File: config.mk
export PLATFORM = sky130hd
export DESIGN_NAME = muldiv_unit_flat
export DESIGN_NICKNAME = d
export VERILOG_FILES = /design/src/rtl/muldiv_unit_pkg.sv /design/src/rtl/muldiv_unit_if.sv /design/src/rtl/muldiv_negate.sv /design/src/rtl/muldiv_unit.sv /design/src/flat_wrapper.sv
export SDC_FILE = /design/constraint.sdc
export NUM_CORES = 1
export LEC_CHECK = 0
export BUFFER_PORTS_ARGS = -buffer_cell sky130_fd_sc_hd__buf_4
export CORE_AREA = 2 2 174 176
export CTS_CLUSTER_DIAMETER = 50
export DETAILED_ROUTE_END_ITERATION = 10
export DIE_AREA = 0 0 176 178
export PLACE_DENSITY = 0.85
export SLEW_MARGIN = 30
export SYNTH_ARGS = -nofsm -noshare
export SYNTH_HDL_FRONTEND = slang
export SYNTH_HIERARCHICAL = 1
export SYNTH_SLANG_ARGS = --single-unit
File: constraint.sdc
create_clock -name clk -period 18.4 [get_ports clk]
set_input_delay 3.68 -clock clk [delete_from_list [all_inputs] [get_ports clk]]
set_output_delay 3.68 -clock clk [all_outputs]
set_load 0.02 [all_outputs]
File: src/rtl/muldiv_unit_pkg.sv
`default_nettype none
// +----------------------------------------------------------------------------+
// | Module   : muldiv_unit_pkg                                                 |
// | Purpose  : Shared pipeline definitions for the multiply/divide unit:       |
// |            operation encodings, FSM state encoding, the funct codes the    |
// |            control unit decodes into op/start/wr_hi/wr_lo, and small       |
// |            helpers that classify an operation.                             |
// | Ports    : none (package)                                                  |
// | Revision : 1.0 - initial release                                           |
// +----------------------------------------------------------------------------+
package muldiv_unit_pkg;

  typedef enum logic [1:0] {
    MD_OP_MULT  = 2'b00,
    MD_OP_MULTU = 2'b01,
    MD_OP_DIV   = 2'b10,
    MD_OP_DIVU  = 2'b11
  } md_op_e;

  typedef enum logic [1:0] {
    MD_IDLE = 2'b00,
    MD_RUN  = 2'b01,
    MD_FIX  = 2'b10
  } md_state_e;

  // R-type funct field values routed to this unit by the control unit.
  localparam logic [5:0] FUNCT_MFHI  = 6'h10;
  localparam logic [5:0] FUNCT_MTHI  = 6'h11;
  localparam logic [5:0] FUNCT_MFLO  = 6'h12;
  localparam logic [5:0] FUNCT_MTLO  = 6'h13;
  localparam logic [5:0] FUNCT_MULT  = 6'h18;
  localparam logic [5:0] FUNCT_MULTU = 6'h19;
  localparam logic [5:0] FUNCT_DIV   = 6'h1A;
  localparam logic [5:0] FUNCT_DIVU  = 6'h1B;

  function automatic logic md_is_div(input md_op_e op);
    return (op == MD_OP_DIV) || (op == MD_OP_DIVU);
  endfunction

  function automatic logic md_is_signed(input md_op_e op);
    return (op == MD_OP_MULT) || (op == MD_OP_DIV);
  endfunction

endpackage
`default_nettype wire

File: src/rtl/muldiv_unit_if.sv
`default_nettype none
// +----------------------------------------------------------------------------+
// | Module   : muldiv_unit_if                                                  |
// | Purpose  : Request/result bundle between the EX stage and muldiv_unit.     |
// | Ports    : master drives start, op, src_a, src_b, wr_hi, wr_lo, wr_data    |
// |            and observes busy, done, div_zero, hi, lo; slave is the unit.   |
// | Revision : 1.0 - initial release                                           |
// +----------------------------------------------------------------------------+
interface muldiv_unit_if #(
  parameter int WIDTH = 32
);
  logic             start;
  logic [1:0]       op;
  logic [WIDTH-1:0] src_a;
  logic [WIDTH-1:0] src_b;
  logic             wr_hi;
  logic             wr_lo;
  logic [WIDTH-1:0] wr_data;
  logic             busy;
  logic             done;
  logic             div_zero;
  logic [WIDTH-1:0] hi;
  logic [WIDTH-1:0] lo;

  modport master (
    output start, op, src_a, src_b, wr_hi, wr_lo, wr_data,
    input  busy, done, div_zero, hi, lo
  );

  modport slave (
    input  start, op, src_a, src_b, wr_hi, wr_lo, wr_data,
    output busy, done, div_zero, hi, lo
  );
endinterface
`default_nettype wire

File: src/rtl/muldiv_negate.sv
`default_nettype none
// +----------------------------------------------------------------------------+
// | Module   : muldiv_negate                                                   |
// | Purpose  : Conditional two's complement, used for operand magnitude and    |
// |            for restoring the sign of results.                              |
// | Ports    : neg  in  1      negate when high                                |
// |            din  in  WIDTH  value                                           |
// |            dout out WIDTH  din or -din                                     |
// | Revision : 1.0 - initial release                                           |
// +----------------------------------------------------------------------------+
module muldiv_negate #(
  parameter int WIDTH = 32
) (
  input  logic             neg,
  input  logic [WIDTH-1:0] din,
  output logic [WIDTH-1:0] dout
);
  assign dout = neg ? (~din + WIDTH'(1)) : din;
endmodule
`default_nettype wire

File: src/rtl/muldiv_unit.sv
`default_nettype none
// +----------------------------------------------------------------------------+
// | Module   : muldiv_unit                                                     |
// | Purpose  : Iterative MULT/MULTU/DIV/DIVU with HI/LO registers, one result  |
// |            bit per cycle, plus MTHI/MTLO writes while idle.                |
// | Ports    : clk   in   pipeline clock, rising edge                          |
// |            reset in   asynchronous active-high reset                       |
// |            bus   slave modport: start/op/src_a/src_b/wr_* in;              |
// |                  busy/done/div_zero/hi/lo out (all registered/decoded)     |
// | Revision : 1.0 - initial release                                           |
// +----------------------------------------------------------------------------+
module muldiv_unit
  import muldiv_unit_pkg::*;
#(
  parameter int WIDTH = 32
) (
  input  logic         clk,
  input  logic         reset,
  muldiv_unit_if.slave bus
);
  localparam int               CNT_W     = $clog2(WIDTH) + 1;
  localparam logic [CNT_W-1:0] LAST_ITER = CNT_W'(WIDTH - 1);

  md_state_e          state, state_next;
  logic [CNT_W-1:0]   cnt;
  logic [WIDTH-1:0]   opnd;       // multiplicand (mult) or divisor (div)
  logic [WIDTH-1:0]   a_raw;      // dividend as presented, for divide by zero
  logic [2*WIDTH-1:0] acc;        // product, or {0, dividend/quotient shifter}
  logic [WIDTH:0]     rem;        // partial remainder, pre-shifted by one bit
  logic [WIDTH-1:0]   hi_q, lo_q;
  logic               is_div, neg_main, neg_rem, dz, done_q;

  md_op_e             op_sel;
  logic               op_signed, op_div, neg_a, neg_b, fits;
  logic [WIDTH-1:0]   abs_a, abs_b, new_r, rem_fix;
  logic [WIDTH:0]     mul_sum;
  logic [2*WIDTH-1:0] res_fix;

  assign op_sel    = md_op_e'(bus.op);
  assign op_signed = md_is_signed(op_sel);
  assign op_div    = md_is_div(op_sel);
  assign neg_a     = op_signed & bus.src_a[WIDTH-1];
  assign neg_b     = op_signed & bus.src_b[WIDTH-1];

  muldiv_negate #(.WIDTH(WIDTH)) u_abs_a (.neg(neg_a), .din(bus.src_a), .dout(abs_a));
  muldiv_negate #(.WIDTH(WIDTH)) u_abs_b (.neg(neg_b), .din(bus.src_b), .dout(abs_b));

  // The upper half of acc stays zero during a divide, so negating the whole
  // accumulator yields the negated quotient in its lower half.
  muldiv_negate #(.WIDTH(2*WIDTH)) u_fix_res (.neg(neg_main), .din(acc), .dout(res_fix));
  muldiv_negate #(.WIDTH(WIDTH)) u_fix_rem (.neg(neg_rem), .din(rem[WIDTH:1]), .dout(rem_fix));

  // Shift-add step: carry out of the add becomes the new accumulator MSB.
  assign mul_sum = {1'b0, acc[2*WIDTH-1:WIDTH]} + {1'b0, opnd};

  // Restoring step. When the divisor fits, the difference is below the
  // divisor, so a WIDTH-bit subtract is exact.
  assign fits  = (rem >= {1'b0, opnd});
  assign new_r = fits ? (rem[WIDTH-1:0] - opnd) : rem[WIDTH-1:0];

  always_ff @(posedge clk or posedge reset) begin
    if (reset) state <= MD_IDLE;
    else       state <= state_next;
  end

  always_comb begin
    state_next = state;
    case (state)
      MD_IDLE: if (bus.start) state_next = MD_RUN;
      MD_RUN:  if (cnt == LAST_ITER) state_next = MD_FIX;
      MD_FIX:  state_next = MD_IDLE;
      default: state_next = MD_IDLE;
    endcase
  end

  always_ff @(posedge clk or posedge reset) begin
    if (reset) begin
      cnt      <= '0;
      opnd     <= '0;
      a_raw    <= '0;
      acc      <= '0;
      rem      <= '0;
      hi_q     <= '0;
      lo_q     <= '0;
      is_div   <= 1'b0;
      neg_main <= 1'b0;
      neg_rem  <= 1'b0;
      dz       <= 1'b0;
      done_q   <= 1'b0;
    end else begin
      done_q <= 1'b0;
      case (state)
        MD_IDLE: begin
          if (bus.start) begin
            cnt      <= '0;
            is_div   <= op_div;
            a_raw    <= bus.src_a;
            neg_main <= neg_a ^ neg_b;
            neg_rem  <= neg_a;
            if (op_div) begin
              opnd <= abs_b;
              // First dividend bit goes straight into the remainder; the
              // rest queue in the lower half and quotient bits fill in behind.
              acc  <= {{WIDTH{1'b0}}, abs_a[WIDTH-2:0], 1'b0};
              rem  <= {{WIDTH{1'b0}}, abs_a[WIDTH-1]};
              dz   <= (bus.src_b == '0);
            end else begin
              opnd <= abs_a;
              acc  <= {{WIDTH{1'b0}}, abs_b};
            end
          end else begin
            if (bus.wr_hi) hi_q <= bus.wr_data;
            if (bus.wr_lo) lo_q <= bus.wr_data;
          end
        end
        MD_RUN: begin
          cnt <= cnt + CNT_W'(1);
          if (is_div) begin
            acc <= {acc[2*WIDTH-1:WIDTH], acc[WIDTH-2:0], fits};
            rem <= {new_r, acc[WIDTH-1]};
          end else if (acc[0]) begin
            acc <= {mul_sum, acc[WIDTH-1:1]};
          end else begin
            acc <= {1'b0, acc[2*WIDTH-1:1]};
          end
        end
        MD_FIX: begin
          done_q <= 1'b1;
          if (is_div && dz) begin
            lo_q <= '1;
            hi_q <= a_raw;
          end else if (is_div) begin
            lo_q <= res_fix[WIDTH-1:0];
            hi_q <= rem_fix;
          end else begin
            lo_q <= res_fix[WIDTH-1:0];
            hi_q <= res_fix[2*WIDTH-1:WIDTH];
          end
        end
        default: ;
      endcase
    end
  end

  assign bus.busy     = (state != MD_IDLE);
  assign bus.done     = done_q;
  assign bus.div_zero = dz;
  assign bus.hi       = hi_q;
  assign bus.lo       = lo_q;

endmodule
`default_nettype wire

File: src/flat_wrapper.sv
// flat-port wrapper written by rule: the top's interface ports become plain ports
module muldiv_unit_flat import muldiv_unit_pkg::*;
#(
  parameter int WIDTH = 32
)
  (clk, reset, bus_start, bus_op, bus_src_a, bus_src_b, bus_wr_hi, bus_wr_lo, bus_wr_data, bus_busy, bus_done, bus_div_zero, bus_hi, bus_lo);
  muldiv_unit_if #(.WIDTH(WIDTH)) bus_i ();
  input  logic clk;
  input  logic reset;
  input wire logic [$bits(bus_i.start)-1:0] bus_start;
  input wire logic [$bits(bus_i.op)-1:0] bus_op;
  input wire logic [$bits(bus_i.src_a)-1:0] bus_src_a;
  input wire logic [$bits(bus_i.src_b)-1:0] bus_src_b;
  input wire logic [$bits(bus_i.wr_hi)-1:0] bus_wr_hi;
  input wire logic [$bits(bus_i.wr_lo)-1:0] bus_wr_lo;
  input wire logic [$bits(bus_i.wr_data)-1:0] bus_wr_data;
  output wire logic [$bits(bus_i.busy)-1:0] bus_busy;
  output wire logic [$bits(bus_i.done)-1:0] bus_done;
  output wire logic [$bits(bus_i.div_zero)-1:0] bus_div_zero;
  output wire logic [$bits(bus_i.hi)-1:0] bus_hi;
  output wire logic [$bits(bus_i.lo)-1:0] bus_lo;
  assign bus_i.start = bus_start;
  assign bus_i.op = bus_op;
  assign bus_i.src_a = bus_src_a;
  assign bus_i.src_b = bus_src_b;
  assign bus_i.wr_hi = bus_wr_hi;
  assign bus_i.wr_lo = bus_wr_lo;
  assign bus_i.wr_data = bus_wr_data;
  assign bus_busy = bus_i.busy;
  assign bus_done = bus_i.done;
  assign bus_div_zero = bus_i.div_zero;
  assign bus_hi = bus_i.hi;
  assign bus_lo = bus_i.lo;
  muldiv_unit #(.WIDTH(WIDTH)) u_core (.clk(clk), .reset(reset), .bus(bus_i));
endmodule
# Yosys cells after proc, flatten, opt, wreduce, memory -nomap -nowiden
# Cells that the tools add are included.
# totals
ff_bits,238
inputBits,103
output_inout_bits,67
word_cells,89
# op_classes
addsub,7
n_lt_le_gt_ge,1
eq_ne,13
n_mux,30
bitwise_logic,7
n_reduce_logical,17
# ops
op,n
$mux 32,13
$mux 64,4
$pmux 32 s2,2
$pmux 64 s2,1
$mux 33,3
$add 32x1->32 const B,3
$not 32->32,3
$pmux 33 s2,1
$add 64x1->64 const B,1
$not 64->64,1
$add 32x32->33,1
$ge 33x32->1,1
$logic_not 32->1,1
$sub 32x32->32,1
$pmux 6 s2,1
$reduce_and 3->1,4
$ne 2x2->1 const B,5
$add 6x1->6 const B,1
$eq 2x2->1 const B,3
$eq 6x5->1 const B,1
$mux 6,1
$ne 2x1->1 const B,3
$reduce_and 2->1,3
$reduce_bool 2->1,3
other kinds (10),14

# Logic depth before layout (Yosys ltp)
# Gate-level depths: netlist of the first run.
# depth
ltp_word,7
mapped_depth,15
ltp_nobuf,12

# Hierarchy
# Netlist of the first run, hierarchy kept.
# modules_own_cells
module,instances,cells_each,area_per_inst_um2,seq_area_each_um2
muldiv_unit,1,1712,14938.1,5955.7
muldiv_negate at u_core.u_abs_a ...,3,99,777.0,0.0
muldiv_negate at u_core.u_fix_res,1,206,1649.1,0.0

# Worst setup path after synthesis of the first run
# No wires, ideal clock.
# synth_path
path_type,in2reg
startpoint,in bus_src_a[6]
endpoint,reg u_core.acc[28]
setup_ps,133
arrival_time_ps,5088
t_required_ps,18267
slack_ps,13179
cell_stages,8
path_buffers,0
cell_sequence,nor4_4 > nand4b_2 > o41ai_2 > xnor2_1 > mux2i_1 > nand2_1 > o211ai_1 > o21ai_0
# synth_between
elab_chain_len,6
# synth_rtl
item,line,source
from (decl),flat_wrapper.sv:12,input wire logic [$bits(bus_i.src_a)-1:0] bus_src_a;
$not 32->32,muldiv_negate.sv:18,assign dout = neg ? (~din + WIDTH'(1)) : din;
$add 32x1->32,muldiv_negate.sv:18,
$mux 32,muldiv_negate.sv:18,
net u_core.abs_a[27],muldiv_unit.sv:35,"logic [WIDTH-1:0] abs_a, abs_b, new_r, rem_fix;"
$mux 32,muldiv_unit.sv:100,if (op_div) begin
$mux 64,muldiv_unit.sv:94,if (bus.start) begin
$pmux 64 s2,muldiv_unit.sv:92,case (state)
to (signal assigned),muldiv_unit.sv:104,"acc <= {{WIDTH{1'b0}}, abs_a[WIDTH-2:0], 1'b0};"
to (signal assigned),muldiv_unit.sv:109,"acc <= {{WIDTH{1'b0}}, abs_b};"
to (signal assigned),muldiv_unit.sv:119,"acc <= {acc[2*WIDTH-1:WIDTH], acc[WIDTH-2:0], fits};"
to (decl),muldiv_unit.sv:28,logic [2*WIDTH-1:0] acc;
# The timed path passes the listed nets, and every way through them passes these cells. The select of a mux whose other input is x is not followed.
# A chain may end at the register's enable or synchronous reset.

# Worst setup path after layout of the first run
# layout_path
startpoint,in bus_src_a[0]
endpoint,reg u_core.acc[15]
# Same word-level chain as after synthesis.

==> results of run 1 <==
==> stage by stage <==
stage / cells / power, W / util, % / worst slack (ns) / instance area [sq um]
2_1_floorplan: 2215 / 0.00243 / - / 8.19 / 18900
3_3_place_gp: 2657 / 0.00293 / 69.1 / 12.61 / 20300
3_5_place_dp: 2662 / 0.00300 / 69.6 / 12.54 / 20500
4_1_cts: 2722 / 0.00366 / 73.4 / 13.06 / 21600
5_1_grt: 2722 / 0.00394 / 73.4 / 12.81 / 21600
6_report: 2723 / 0.00372 / 73.4 / 12.96 / 21600
==> worst reg2reg max path: cells and delay by family, from the launching register on <==
| family | cells | cell delay [ns] |
|---|---|---|
| buffers and inverters | 1 | 0.07 |
| DFF | 1 | 0.45 |
| AOI/OAI and AO/OA | 6 | 1.55 |
| adders and majority gates | 1 | 0.37 |
| and+or+nand+nor | 3 | 1.58 |
==> area by class of cell <==
class,count,area (sq um),share of cell area [%]
multi-input combinational,1791,12300,56.9
sequential,238,5960,27.6
timing repair buffer,190,1520,7.05
clock buffer,42,932,4.32
tap,390,488,2.26
inverter,53,206,0.956
clock inverter,18,181,0.840
antenna,1,2.50,0.0116
==> cells by family after synthesis <==
| group | synth area share [%] |
|---|---|
| AND/OR/NAND/NOR | 18.8 |
| AO/OA/AOI/OAI | 22.8 |
| flip-flops | 31.5 |
| XOR/XNOR | 9.54 |
| buffers and inverters | 3.87 |
| multiplexers | 8.69 |
| adder cells (fa/ha/maj) | 4.78 |
==> layout by cell type (no fill, tap or decap), types with 13 or more instances in the layout <==
master and count:
sky130_fd_sc_hd__a21oi_1 85, sky130_fd_sc_hd__a21o_1 39, sky130_fd_sc_hd__inv_1 51, sky130_fd_sc_hd__nand2b_1 22, sky130_fd_sc_hd__nor4_1 19, sky130_fd_sc_hd__nor4_4 13, sky130_fd_sc_hd__nand3_1 39, sky130_fd_sc_hd__a211oi_1 41
sky130_fd_sc_hd__o211ai_1 34, sky130_fd_sc_hd__nor3_1 22, sky130_fd_sc_hd__o22ai_1 35, sky130_fd_sc_hd__nand4_1 19, sky130_fd_sc_hd__nor2_1 74, sky130_fd_sc_hd__xor2_1 23, sky130_fd_sc_hd__o21ai_0 261, sky130_fd_sc_hd__or3_1 13
sky130_fd_sc_hd__a31oi_1 14, sky130_fd_sc_hd__o31ai_1 50, sky130_fd_sc_hd__buf_4 184, sky130_fd_sc_hd__o41ai_2 16, sky130_fd_sc_hd__dfrtp_1 233, sky130_fd_sc_hd__o41ai_1 24, sky130_fd_sc_hd__nor2b_1 13, sky130_fd_sc_hd__clkbuf_16 35
sky130_fd_sc_hd__nand2_1 359, sky130_fd_sc_hd__xnor2_1 183, sky130_fd_sc_hd__mux2i_1 162, sky130_fd_sc_hd__ha_1 69
==> sequential cells by signal, indices dropped and copies added, names as in the netlist, 2 cells and up <==
| signal | count |
|---|---|
| u_core/state | 2 |
| u_core/opnd | 32 |
| u_core/bus.hi | 32 |
| u_core/rem | 33 |
| u_core/acc | 64 |
| u_core/cnt | 6 |
| u_core/a_raw | 32 |
| u_core/bus.lo | 32 |
==> worst max path at each step <==
stage / startpoint / endpoint / slack (ns) / depth (start not counted)
after global placement: bus_src_b[31] / u_core/acc[12] / 12.61 / 8
final: bus_src_a[0] / u_core/acc[15] / 12.96 / 11
after detailed placement: bus_src_a[6] / u_core/acc[28] / 12.54 / 9
after global routing: bus_src_b[0] / u_core/acc[30] / 12.81 / 11
after floorplan: reset / u_core/a_raw[0] / 8.19 / 1
after CTS: u_core/bus.div_zero / bus_div_zero / 13.06 / 2
==> routing by layer <==
metal	track usage, %	share of wire [%]	vias up
met5	0	0.036	-
met4	23.8	6.7	2
met3	9.31	11	238
met2	59.6	43	1181
met1	52.4	39	8755
li1	-	-	8269
==> report_power, final <==
part | leakage, nW | switching (W) | internal [W]
sequential | 2.97 | 0.000353 | 0.000715
clock | 0.541 | 0.000252 | 0.000393
combinational | 5.71 | 0.00116 | 0.000846
total | 9.22 | 0.00176 | 0.00195
==> reports/summary.md, run 1 <==
For the worst flop-to-flop path, the logic depth is 11. The endpoint identified for the worst register-to-register timing path is u_core/rem[2]. The max-cap violation count was 0.

The largest individual stage delay along the critical path comes from the cell sky130_fd_sc_hd__o41ai_1. The number of stages on the worst hold path works out to 2. Among all cell types in the netlist, the one instantiated most often is sky130_fd_sc_hd__nand2_1. Setup violations remaining at the end of the flow were counted as 0.

Across every metal layer, demand over resource in global routing totals 39.7%. The run gives 2 as the initial antenna violation count. The number of buffers created by CTS was 34.

The area enclosed by the die boundary came out at 31300 sq um. The cell taking the most area after synthesis was sky130_fd_sc_hd__dfrtp_1. For the worst-skew pair, the clock arrives at the later sink with an insertion delay of 0.52 ns. The area fraction of the dominant cell type after synthesis works out to 31.5%.

Summing the sequential cell areas from Yosys gives 31.5% of the chip area. Yosys printed 6 warnings. The logs give 96500 microns for the wire length of the first global-routing pass and 0 for the total overflow reported by the global router. The routed layout has 18400 vias. For this run, the leading register cell type out of synthesis is sky130_fd_sc_hd__dfrtp_1. The largest fanout on the critical path is 6, and the placeable core region is 29400 sq um. The hold buffer count at CTS came out at 0. Walking the worst path, the cells encountered are buf_4, inv_1, ha_1, nor2b_1, nand3_1, o41ai_1, xnor2_1, mux2i_1, nand2_1, o211ai_1, o21ai_0.

The number of nets in the synthesized netlist is 2389. Once detailed placement completed, the half-perimeter wirelength came to 47400 microns. Based on the critical path, the design can be clocked at up to 0.184 GHz.

Setup repair after global routing left no endpoint under its margin. The CTS root buffer was sky130_fd_sc_hd__clkbuf_16. Post-CTS timing repair inserted 0 buffers for setup. Row generation in the floorplan step produced 63 rows.

Number of levels the H-tree was split into: 2. The number of hold violations in the final report is 0. The worst hold path begins at u_core/a_raw[12].

The kind of cell with the highest combined delay on the critical path is simple AND/OR/NAND/NOR gates. The placer congestion estimate was 1.01; the post-synthesis area per instance was 8.54 sq um. The endpoint with the worst hold slack was u_core/a_raw[12]. The async set-or-reset flop fraction in the synthesized netlist was 100%; the clock transition at the registers of the reported paths was 0.05 ns. In this run the critical register-to-register path is launched from u_core/opnd[5]. STA classifies the critical path endpoint as a register.

Using the TritonRoute via totals, the vias-per-cell ratio works out to 6.77. From left edge to right edge, the die measures 176 microns. After detailed routing, the number of remaining DRC violations is 0. Across the VDD grid, the largest voltage drop is 93.0 uV. From synthesis to final layout, the design area changed by 14.1%.

The power density normalized to cell area is 172 nW/um^2. The run gives 3 as the buffer depth of the longest clock path. The path class of the tightest hold or removal check is reg2reg. The tools report the post-route setup TNS as 0 ns. The number of input and output port buffers inserted was 169. Yosys attributes the largest share of cell area to sky130_fd_sc_hd__dfrtp_1, sky130_fd_sc_hd__mux2i_1, sky130_fd_sc_hd__xnor2_1. I/O pin total: 170. The category of the worst setup path launch point is an input pin.

The run gives 16900 as the number of global-route vias before repair. The cell count after synthesis was 2215. The cell area after technology mapping came out at 18900 sq um. For flop-to-flop paths, the worst setup slack is 14.25 ns. Detail-routed net length per standard cell: 23.2 microns. For the worst setup path, the data required time is 18.76 ns. In this run, post-CTS repair resized a total of 0 instances. Hold timing on the final database bottoms out at a slack of 0.482 ns. For the worst setup path, the data arrival time is 5.81 ns. The buffer and inverter count on the worst path was 2. The number of sinks handled by clock tree synthesis is 238. The fraction of layout cells with a size suffix above 1 came out at 14.9%. The logs give 97 for the pin count of the biggest net entering global routing and 2199 for the number of fill cells in the layout. The logs give 89 for the distinct cell type count after synthesis and 0 for the count of nets left with antenna violations after detail routing.

The post-layout net count is 2482, and the minimum period implied by the final worst setup slack is 5.44 ns. TritonCTS built the clock tree. The measured slew at the worst slew-check pin came out at 0.995 ns. By count the netlist is led by sky130_fd_sc_hd__nand2_1, sky130_fd_sc_hd__o21ai_0, sky130_fd_sc_hd__dfrtp_1. The first routing iteration left 2339 violations. Headroom to the max-slew limit came out at 33.7%. The number of storage elements in the synthesis netlist was 238. For the setup skew after layout, the log shows 0.0191 ns. The delay of the slowest cell on the worst path is 0.41 ns.

The logs give 9.22 nW for the leakage power of the design and 63300 microns for the final wirelength. The final count of pins violating max slew is 0. For this configuration, the core starts out at a cell density of 64.3%. The length of the first detailed-routing pass in iterations is 7, and the count of flip-flops with a built-in enable after synthesis is 0. In this run the vertical extent of the chip is 178 microns. The worst path uses 29.6% of the clock period. The flow ran to the end, and the final reports show no timing, DRC or antenna violations.

Kind of critical path: in2reg.
Note: power is estimated with default switching activity, not from simulation.
==> run 2: changes to the inputs <==
--- a/config.mk
+++ b/config.mk
@@ -6,11 +6,11 @@
 export NUM_CORES = 1
 export LEC_CHECK = 0
 export BUFFER_PORTS_ARGS = -buffer_cell sky130_fd_sc_hd__buf_4
-export CORE_AREA = 2 2 174 176
+export CORE_AREA = 2 2 187 189
 export CTS_CLUSTER_DIAMETER = 50
 export DETAILED_ROUTE_END_ITERATION = 10
-export DIE_AREA = 0 0 176 178
-export PLACE_DENSITY = 0.85
+export DIE_AREA = 0 0 189 191
+export PLACE_DENSITY = 0.78
 export SLEW_MARGIN = 30
 export SYNTH_ARGS = -nofsm -noshare
 export SYNTH_HDL_FRONTEND = slang
==> constraint.sdc (replaced) <==
create_clock -name clk -period 4.5 [get_ports clk]
set_input_delay 0.9 -clock clk [delete_from_list [all_inputs] [get_ports clk]]
set_output_delay 0.9 -clock clk [all_outputs]
set_load 0.02 [all_outputs]
==> run 2 against run 1 <==
  * Non-clock buffer count grew 9
  * Sequential power rose to 4.0 times the previous value
  * Sequential cell count unchanged
  * Global-route usage fell by 4.1 points
  * Highest routed layer is now met4
==> reports/summary.md, run 2 (synthesis results as in run 1) <==
The run finished with clean final reports. The tools report the end of the worst register-to-register path as u_core/rem[20] (was u_core/rem[2]). The total routing usage reported by global routing is 35.6% (was 39.7%). The fraction of layout cells with a size suffix above 1 was 15.3% (was 14.9%); the total overflow reported by the global router was 0 (unchanged).

CTS root buffer: sky130_fd_sc_hd__clkbuf_16 (unchanged). The initial antenna violation count came out at 1 (was 2). The tools report the max-cap violation count as 0 (unchanged). Launching point of the worst reg2reg path: u_core/rem[5] (was u_core/opnd[5]). The total number of placement rows came out at 68 (was 63). Register name with the most flops: u_core/acc (unchanged). Origin of the worst setup path: u_core/rem[5] (was bus_src_a[0]).

Kind of critical path: reg2reg (was in2reg). The number of sinks handled by clock tree synthesis is 238 (unchanged), and the number of buffers added for setup after CTS is 0 (unchanged). The number of DRC violations after detailed-routing iteration 0 was 2341 (was 2339); the I/O pin total was 170 (unchanged). The length of the first detailed-routing pass in iterations is 6 (was 7). The endpoint kind of the worst setup timing path is a register (unchanged). Signal arrival time at the worst endpoint: 4.21 ns (was 5.81 ns). The detail-routed net length per standard cell works out to 23.2 microns (about the same). Endpoint with the worst hold slack: u_core/a_raw[31] (was u_core/a_raw[12]). The starting utilization of the core area came out at 55.4% (was 64.3%).

The logs give 2492 (was 2482) for the post-layout net count and 65100 microns (was 63300 microns) for the final wirelength. The average vias per placed instance is 6.56 (was 6.77), and the minimum period implied by the final worst setup slack is 3.80 ns. The clock transition at the registers of the reported paths is 0.05 ns (about the same), and the normalized max-slew margin is 35.6% (was 33.7%). The power density normalized to cell area came out at 705 nW/um^2 (was 172 nW/um^2). Largest registers: u_core/acc x64, u_core/rem x33 (unchanged). For the placeable core region, the log shows 34100 sq um (was 29400 sq um). The tools report the required time at the endpoint of the critical path as 4.90 ns (was 18.76 ns). Setup repair after global routing left no endpoint under its margin. The setup skew after layout is 0.0312 ns (was 0.0191 ns), and the worst vdd rail ir drop is 320 uV (was 93.0 uV). The logs give 0 (unchanged) for the hold buffer count at CTS and 35 (was 34) for the number of buffers created by CTS. The DRC violation count after routing is 0 (unchanged), and the measured slew at the worst slew-check pin is 0.962 ns (was 0.995 ns). The wire length of the first global-routing pass was 101000 microns (was 96500 microns); the placer congestion estimate was 1.00 (was 1.01).

The number of levels the H-tree was split into was 2 (unchanged). The count of vias placed by the detailed router was 18400 (about the same); the final critical-path share of the clock period was 84.5%. The category of the worst setup path launch point is a register (was an input pin).

The hold path startpoint is u_core/a_raw[31] (was u_core/a_raw[12]). The logs give 0 (unchanged) for the number of hold violations in the final report and 170 (was 97) for the pin count of the biggest net entering global routing. For this run, the top clock speed supported by timing is 0.263 GHz. The run gives 0 (unchanged) as the final count of pins violating max slew. The run gives 0.0154 W (was 0.00372 W) as the power consumption.

The leading cell type in the layout, fill and taps excluded was sky130_fd_sc_hd__nand2_1 (unchanged). The number of stages on the worst hold path is 2 (unchanged), and the depth of the worst register-to-register path is 10 (was 11). The worst hold path class was reg2reg (unchanged). The flip-flop count of the largest register, all copies and words added was 64 (unchanged). The number of global-route vias before repair is 17300 (was 16900), and the number of input and output port buffers inserted is 169 (unchanged).

The setup slack of the most critical reg-to-reg path is 0.70 ns (was 14.25 ns), and the floorplan die width is 189 microns (was 176 microns). The leakage power of the design was 9.29 nW (was 9.22 nW); the number of resized instances in the post-cts repair step was 0 (unchanged). The largest fanout on the critical path was 17 (was 6); the sum of net half-perimeters after detailed placement was 48800 microns (was 47400 microns). Overall die height: 191 microns (was 178 microns). The buffer depth of the longest clock path came out at 3 (unchanged). Most frequent cells in the layout: sky130_fd_sc_hd__nand2_1, sky130_fd_sc_hd__o21ai_0, sky130_fd_sc_hd__dfrtp_1, sky130_fd_sc_hd__buf_4, sky130_fd_sc_hd__xnor2_1 (unchanged). The later-pin clock latency in the skew report is 0.52 ns (about the same). TritonCTS built the clock tree. The count of nets left with antenna violations after detail routing was 0 (unchanged).

The post-route setup TNS was 0 ns (unchanged). The synthesis-to-layout area growth came out at 15.4% (was 14.1%). The area enclosed by the die boundary was 36100 sq um (was 31300 sq um). The number of setup violations in the final report was 0 (unchanged).
## run 2: per-stage QoR
stage	instance area, sq um	instances	setup slack, ns	utilization (%)	hold WS [ns]
after CTS	21800	2799	0.759	63.9	0.477
after global routing	21800	2800	0.312	64.0	0.498
after global placement	20500	2732	0.957	60.1	0.459
after detailed placement	20600	2735	0.816	60.3	0.464
final	21800	2801	0.697	64.0	0.476
after floorplan	18900	2215	0.480	-	0.445
## run 2: critical path: stages (launching register included)
cell                       delay, ns
sky130_fd_sc_hd__dfrtp_1        0.47
sky130_fd_sc_hd__ha_1           0.42
sky130_fd_sc_hd__a211oi_1       0.13
sky130_fd_sc_hd__o21ai_0        0.30
sky130_fd_sc_hd__nor4_2         0.10
sky130_fd_sc_hd__o31ai_2        0.38
sky130_fd_sc_hd__a21oi_1        0.18
sky130_fd_sc_hd__or3b_1         0.64
sky130_fd_sc_hd__nand2_2        0.55
sky130_fd_sc_hd__nand2_1        0.26
sky130_fd_sc_hd__o21ai_0        0.25
## run 2: cell type report
| cell class | instances | area [sq um] |
|---|---|---|
| multi-input cells | 1791 | 12300 |
| fillers | 2843 | 12300 |
| flip-flops and latches | 238 | 5970 |
| repair buffers | 199 | 1590 |
| clock buffers | 49 | 1040 |
| well taps | 455 | 569 |
| inverters | 53 | 203 |
| clock inverters | 15 | 166 |
| diodes | 1 | 2.50 |
## run 2: power by group
part | total, W | internal (W) | leakage (nW) | switching [W]
clock | 0.00281 | 0.00174 | 0.580 | 0.00107
combinational | 0.00830 | 0.00348 | 5.74 | 0.00482
sequential | 0.00428 | 0.00293 | 2.97 | 0.00135
## run 2: routing by layer
layer	vias to the layer above	routed length, microns	track usage, %	part of all wire (%)
met5	-	0	0	0
met4	0	4040	19.7	6.2
met3	209	6710	7.12	10
met2	1077	28400	54.2	44
met1	8779	26000	47.6	40
li1	8311	-	-	-
## run 2: worst max path at each step
stage / endpoint / slack [ns] / cells after the start
final: u_core/rem[20] / 0.70 / 10
after global routing: u_core/rem[23] / 0.31 / 10
after CTS: u_core/rem[23] / 0.76 / 10
after detailed placement: u_core/rem[23] / 0.82 / 10
after global placement: u_core/rem[23] / 0.96 / 10
after floorplan: u_core/a_raw[0] / 0.48 / 1
